<file path="config.mk">
export PLATFORM = sky130hd
export DESIGN_NAME = key_buffer
export DESIGN_NICKNAME = d
export VERILOG_FILES = /design/src/rtl/key_buffer.sv
export SDC_FILE = /design/constraint.sdc
export NUM_CORES = 1
export LEC_CHECK = 0
export ABC_CLOCK_PERIOD_IN_PS = 5630
export BUFFER_PORTS_ARGS = -buffer_cell sky130_fd_sc_hd__clkbuf_2
export CAP_MARGIN = 10
export CORE_MARGIN = 3
export CORE_UTILIZATION = 60
export CTS_BUF_LIST = sky130_fd_sc_hd__clkbuf_16
export CTS_CLUSTER_DIAMETER = 60
export DETAILED_ROUTE_END_ITERATION = 7
export PLACE_DENSITY = 0.79
export RECOVER_POWER = 100
export SLEW_MARGIN = 20
export SYNTH_ARGS = -nofsm -noshare
export SYNTH_HDL_FRONTEND = slang
export SYNTH_SLANG_ARGS = --single-unit
</file>
<file path="constraint.sdc">
create_clock -name clk -period 5.63 [get_ports clk]
set_clock_uncertainty 0.1 [all_clocks]
set_input_delay 1.4075 -clock clk [delete_from_list [all_inputs] [get_ports clk]]
set_output_delay 1.4075 -clock clk [all_outputs]
set_load 0.1 [all_outputs]
</file>
<file path="src/rtl/key_buffer.sv">
// key_buffer: FIFO of ASCII characters decoded from PS/2 key-release scan codes,
// with backspace deleting the newest entry and a sticky overflow flag.
module key_buffer #(
    parameter int DEPTH = 8
) (
    input  logic       clk,
    input  logic       reset,
    input  logic [7:0] key,
    input  logic       keyChange,
    input  logic       rd_en,
    output logic [7:0] dout,
    output logic       empty,
    output logic       full,
    output logic [4:0] count,
    output logic       overflow
);
    localparam int AW = (DEPTH > 2) ? $clog2(DEPTH) : 1;
    logic [7:0]    mem [DEPTH];
    logic [AW-1:0] head, tail;
    logic [7:0]    code;
    logic          valid, wr, pop, dl;
    always_comb begin
        code = 8'h00;
        case (key)
            8'h45: code = 8'h30;  8'h16: code = 8'h31;  8'h1E: code = 8'h32;  8'h26: code = 8'h33;
            8'h25: code = 8'h34;  8'h2E: code = 8'h35;  8'h36: code = 8'h36;  8'h3D: code = 8'h37;
            8'h3E: code = 8'h38;  8'h46: code = 8'h39;
            8'h1C: code = 8'h41;  8'h32: code = 8'h42;  8'h21: code = 8'h43;  8'h23: code = 8'h44;
            8'h24: code = 8'h45;  8'h2B: code = 8'h46;  8'h34: code = 8'h47;  8'h33: code = 8'h48;
            8'h43: code = 8'h49;  8'h3B: code = 8'h4A;  8'h42: code = 8'h4B;  8'h4B: code = 8'h4C;
            8'h3A: code = 8'h4D;  8'h31: code = 8'h4E;  8'h44: code = 8'h4F;  8'h4D: code = 8'h50;
            8'h15: code = 8'h51;  8'h2D: code = 8'h52;  8'h1B: code = 8'h53;  8'h2C: code = 8'h54;
            8'h3C: code = 8'h55;  8'h2A: code = 8'h56;  8'h1D: code = 8'h57;  8'h22: code = 8'h58;
            8'h35: code = 8'h59;  8'h1A: code = 8'h5A;
            8'h29: code = 8'h20;  8'h5A: code = 8'h0D;
            default: code = 8'h00;
        endcase
    end
    assign valid = code != 8'h00;
    assign empty = count == 5'd0;
    assign full  = count == 5'(DEPTH);
    assign pop   = rd_en && !empty;
    // a full buffer still accepts a push when the head is popped in the same cycle
    assign wr    = keyChange && valid && (!full || rd_en);
    // with a single entry, delete and pop together remove it only once
    assign dl    = keyChange && key == 8'h66 && !empty && !(pop && count == 5'd1);
    assign dout  = empty ? 8'h00 : mem[head];
    always_ff @(posedge clk) begin
        if (reset) begin
            head     <= '0;
            tail     <= '0;
            count    <= 5'd0;
            overflow <= 1'b0;
        end else begin
            if (keyChange && valid && full && !rd_en) overflow <= 1'b1;
            if (wr) begin
                mem[tail] <= code;
                tail      <= tail + AW'(1);
            end
            if (dl) tail <= tail - AW'(1);
            if (pop) head <= head + AW'(1);
            count <= count + 5'(wr) - 5'(pop) - 5'(dl);
        end
    end
endmodule

</file>
==> key figures <==
Run status
  – Result of the run: complete, no violations

Critical path
  – CP max stage cell: sky130_fd_sc_hd__clkbuf_1
  – Cells traversed along the worst timing path: clkbuf_1 > inv_1 > ha_1 > nand2_1 > a21boi_0 > a311o_1 > a221oi_1 > clkbuf_1 > or4_1 > nor2_1 > buf_4 > nor4_1 > clkbuf_1
  – Endpoint kind of the worst setup timing path: register
  – Worst path max stage delay: between 400 and 500 ps
  – Worst Path Arrival: a little under 5000 ps
  – Combined buffer and inverter count along the critical path: 5
  – Highest fanout seen on the critical path: 10
  – Required arrival time at the worst endpoint: between 5000 and 6000 ps
  – Cell type group with the largest total delay on the critical path: buffers and inverters
  – Worst setup SP type: input pin
  – Most repeated library cell on the critical path: sky130_fd_sc_hd__clkbuf_1
  – Class of the most critical setup path: input pin to register

Route
  – DRT antenna net count: 0
  – DR pass1 iterations: 5
  – Initial detailed-routing violation count: 246
  – Total detailed-routing wirelength: roughly 8400 um
  – Overall via count from detail_route: around 2900
  – Mean routed wirelength per cell: 19.1 um
  – Number of vias per cell: between 6 and 7
  – DR DRC count: 0

Finish
  – Layout-stage area growth over the synthesis result: 11.2%
  – N_diodes: 0
  – Post-layout nets: slightly below 400
  – Final Util: 0.714
  – Layout cells sized above 1: 0.142

Run
  – Max-cap violations: 0

Power and ir drop
  – Pint: ~0.0011 W
  – Switching power summed over all nets: around 0.00088 W
  – Net switching share of the total power: 0.435
  – Combinational group share of total power: 0.404
  – Power Dens Cells: 462 mW/mm2
  – Leakage dissipation: between 1.5 and 2 nW
  – Worst vdd rail ir drop: between 400 and 500 uV
  – Sequential share of power: 0.333
  – Clock Power Share: 0.263

Clock tree
  – Post-CTS sizing: 0
  – Quantity of hold-fixing buffers added after cts: 0
  – Clock buffers created by TritonCTS: 9
  – Worst-Skew Late Latency: 320 ps
  – Number of buffers inserted to repair setup after CTS: 0
  – TritonCTS clock tree: built
  – Clock transition at the registers of the reported paths: approximately 60 ps
  – Largest buffer count on any clock path: 2
  – Clock sink count: a little over 70
  – Maximum level of the CTS H-tree: 3
  – Clock Tree Root: sky130_fd_sc_hd__clkbuf_16

Floorplanning
  – Starting Density: 0.642
  – Number of top-level pins: 28
  – DIE WIDTH: around 87 um
  – Full die area: approximately 0.0076 mm2
  – Placeable core region: 0.00613 mm2
  – Core Rows: 28
  – Chip height: around 87 um

Timing
  – Transition time at the pin with the least slew margin: ~1200 ps
  – Final period util: 0.899
  – Final Setup Violations: 0
  – Maximum clock frequency: between 150 and 200 MHz
  – Period minus WS final: ~5100 ps
  – Number of slew-limit violations in the final report: 0
  – Hold violation total from the final report: 0
  – Unrepaired setup endpoints after global routing: no
  – Setup_tns: 0 ps
  – Worst hold-check slack: roughly 350 ps
  – Worst max-slew margin expressed relative to the limit: 0.216

Synth
  – Count of cell types in the netlist: 63
  – Number of warnings issued by yosys: 0
  – Combined area of all synthesized cells: ~0.0039 mm2
  – Sequential area share after synthesis: 0.503
  – Net count after synthesis: about 360
  – Fraction of registers with async set or reset after synthesis: 0
  – Count of flip-flops with a built-in enable after synthesis: 56
  – Prevailing post-synth register cell: sky130_fd_sc_hd__edfxtp_1
  – Post-Synthesis Cells: ~330
  – Register bit count reported by yosys: 71
  – Synthesized area per cell: approximately 12 um2

Min path
  – Hold Crit Class: register to register

GRT
  – Gr usage total: 0.235
  – Antenna violations before repair: 0
  – GR Overflow Total: 0
  – Number of global-route vias before repair: around 2700
  – First-pass GRT wire length: around 13000 um
  – Pin count of the biggest net entering global routing: 25

Placement
  – Placer congestion estimate: between 0.9 and 1
  – DP Wirelength: roughly 5700 um
  – Count of input and output buffers: 26
-- cells in the final DEF (no fill, tap or decap), types with 3 or more instances in the layout --
| cell type | count |
|---|---|
| sky130_fd_sc_hd__a211oi_1 | 3 |
| sky130_fd_sc_hd__a21o_1 | 4 |
| sky130_fd_sc_hd__a21oi_1 | 16 |
| sky130_fd_sc_hd__a221oi_1 | 3 |
| sky130_fd_sc_hd__a311o_1 | 3 |
| sky130_fd_sc_hd__a311oi_1 | 3 |
| sky130_fd_sc_hd__a31oi_1 | 4 |
| sky130_fd_sc_hd__and3_1 | 3 |
| sky130_fd_sc_hd__buf_4 | 3 |
| sky130_fd_sc_hd__clkbuf_1 | 27 |
| sky130_fd_sc_hd__clkbuf_16 | 10 |
| sky130_fd_sc_hd__clkbuf_2 | 10 |
| sky130_fd_sc_hd__dfxtp_1 | 15 |
| sky130_fd_sc_hd__edfxtp_1 | 56 |
| sky130_fd_sc_hd__ha_1 | 16 |
| sky130_fd_sc_hd__inv_1 | 18 |
| sky130_fd_sc_hd__inv_4 | 3 |
| sky130_fd_sc_hd__mux2_2 | 3 |
| sky130_fd_sc_hd__mux2i_1 | 10 |
| sky130_fd_sc_hd__mux4_2 | 14 |
| sky130_fd_sc_hd__nand2_1 | 14 |
| sky130_fd_sc_hd__nand2b_1 | 6 |
| sky130_fd_sc_hd__nand3_1 | 6 |
| sky130_fd_sc_hd__nand4_1 | 4 |
| sky130_fd_sc_hd__nor2_1 | 30 |
| sky130_fd_sc_hd__nor2b_1 | 8 |
| sky130_fd_sc_hd__nor3_1 | 5 |
| sky130_fd_sc_hd__nor3b_1 | 5 |
| sky130_fd_sc_hd__nor4_1 | 9 |
| sky130_fd_sc_hd__o211ai_1 | 3 |
| sky130_fd_sc_hd__o21ai_0 | 9 |
| sky130_fd_sc_hd__or2_2 | 3 |
| sky130_fd_sc_hd__or4_1 | 4 |
-- cells by family (layout without fill, tap and decap cells) --
family,Yosys count,count (layout),share of synthesized area
AND/OR/NAND/NOR,104,104,0.142
AO/OA/AOI/OAI,66,66,0.120
multiplexers,28,28,0.117
flip-flops,71,71,0.503
buffers and inverters,40,74,0.0470
other,1,1,0.000953
adder cells (fa/ha/maj),18,18,0.0610
XOR/XNOR,4,4,0.00890
-- registers in the layout (all words and copies together) (netlist names), named ones only --
name      flops
count         5
head          3
mem          56
overflow      1
tail          3
-- stage by stage --
stage	worst slack, ps	total power [W]	cells	area, um2
finish	570	0.00202	441	4380
global route	319	0.00212	441	4380
CTS	868	0.00205	441	4450
detailed placement	538	0.00152	425	4160
global placement	642	0.00150	425	4160
floorplan	855	0.00137	332	3950
-- worst paths after layout --
path / startpoint / endpoint / slack, ps / cells after the start
max reg2reg: count[2] / count[4] / 1680 / 16
min: overflow / overflow / 350 / 2
max: key[1] / mem[0][0] / 570 / 13
min reg2reg: overflow / overflow / 350 / 2
-- cell type report --
cell class / count / area, um2
clock inverters: 6 / 41.3
clock buffers: 10 / 250
repair buffers: 40 / 174
fillers: 428 / 1750
flip-flops and latches: 71 / 1980
multi-input cells: 221 / 1770
well taps: 75 / 93.8
inverters: 18 / 70.1
-- worst register-to-register path: stages, from the launching register on --
cell	delay, ps
sky130_fd_sc_hd__dfxtp_1	420
sky130_fd_sc_hd__inv_1	110
sky130_fd_sc_hd__ha_1	240
sky130_fd_sc_hd__nor4b_4	190
sky130_fd_sc_hd__or4_1	600
sky130_fd_sc_hd__a41oi_1	190
sky130_fd_sc_hd__clkbuf_1	400
sky130_fd_sc_hd__a21oi_1	130
sky130_fd_sc_hd__ha_1	200
sky130_fd_sc_hd__nor2_1	100
sky130_fd_sc_hd__ha_1	200
sky130_fd_sc_hd__inv_1	50
sky130_fd_sc_hd__ha_1	270
sky130_fd_sc_hd__a21oi_1	140
sky130_fd_sc_hd__nor2_1	60
sky130_fd_sc_hd__or3_1	350
sky130_fd_sc_hd__a21oi_1	140
-- Yosys cell counts, types with 2 or more instances --
cell                       number  area, um2
sky130_fd_sc_hd__a221oi_1       2       17.5
sky130_fd_sc_hd__a31oi_1        4       25.0
sky130_fd_sc_hd__ha_1          16        200
sky130_fd_sc_hd__mux2_2         3       33.8
sky130_fd_sc_hd__nor4b_1        2       17.5
sky130_fd_sc_hd__xnor2_1        2       17.5
sky130_fd_sc_hd__o211ai_1       3       22.5
sky130_fd_sc_hd__nor2b_1        8       50.1
sky130_fd_sc_hd__or4_1          4       30.0
sky130_fd_sc_hd__a311oi_1       3       26.3
sky130_fd_sc_hd__inv_1         17       63.8
sky130_fd_sc_hd__a22oi_1        2       15.0
sky130_fd_sc_hd__a311o_1        3       30.0
sky130_fd_sc_hd__nand4_1        4       25.0
sky130_fd_sc_hd__a211o_1        2       17.5
sky130_fd_sc_hd__or2_2          3       18.8
sky130_fd_sc_hd__buf_6          2       22.5
sky130_fd_sc_hd__and3_1         3       18.8
sky130_fd_sc_hd__nor3_1         5       25.0
sky130_fd_sc_hd__a21o_1         4       30.0
sky130_fd_sc_hd__nand3_1        6       30.0
sky130_fd_sc_hd__nand2_1       14       52.6
sky130_fd_sc_hd__clkbuf_1       8       30.0
sky130_fd_sc_hd__edfxtp_1      56       1680
sky130_fd_sc_hd__nor2_1        29        109
sky130_fd_sc_hd__nand2b_1       6       37.5
sky130_fd_sc_hd__mux2i_1       10        100
sky130_fd_sc_hd__buf_4          2       15.0
sky130_fd_sc_hd__o21ai_0        9       45.0
sky130_fd_sc_hd__xor2_1         2       17.5
sky130_fd_sc_hd__nor4_1         9       56.3
sky130_fd_sc_hd__dfxtp_1       15        300
sky130_fd_sc_hd__o221ai_1       2       17.5
sky130_fd_sc_hd__buf_2          7       35.0
sky130_fd_sc_hd__fa_1           2       40.0
sky130_fd_sc_hd__a21oi_1       15       75.1
sky130_fd_sc_hd__a41o_1         2       20.0
sky130_fd_sc_hd__a211oi_1       3       22.5
sky130_fd_sc_hd__buf_1          2       7.51
sky130_fd_sc_hd__mux4_2        14        315
sky130_fd_sc_hd__nor3b_1        5       37.5
-- per-layer routing --
layer  GRT usage  vias up  part of all wire
met5           0        -                 0
met4      0.0751        0             0.012
met3      0.0416       11             0.076
met2       0.377      148              0.48
met1       0.326     1386              0.43
li1            -     1335                 -
-- power groups by stage --
stage,clock (W),sequential [W],combinational (W)
finish,0.000532,0.000674,0.000816
global placement,0,0.000685,0.000815
detailed placement,0,0.000687,0.000830
floorplan,0,0.000740,0.000630
CTS,0.000538,0.000677,0.000836
global route,0.000564,0.000687,0.000865
(Power assumes the default switching activity.)
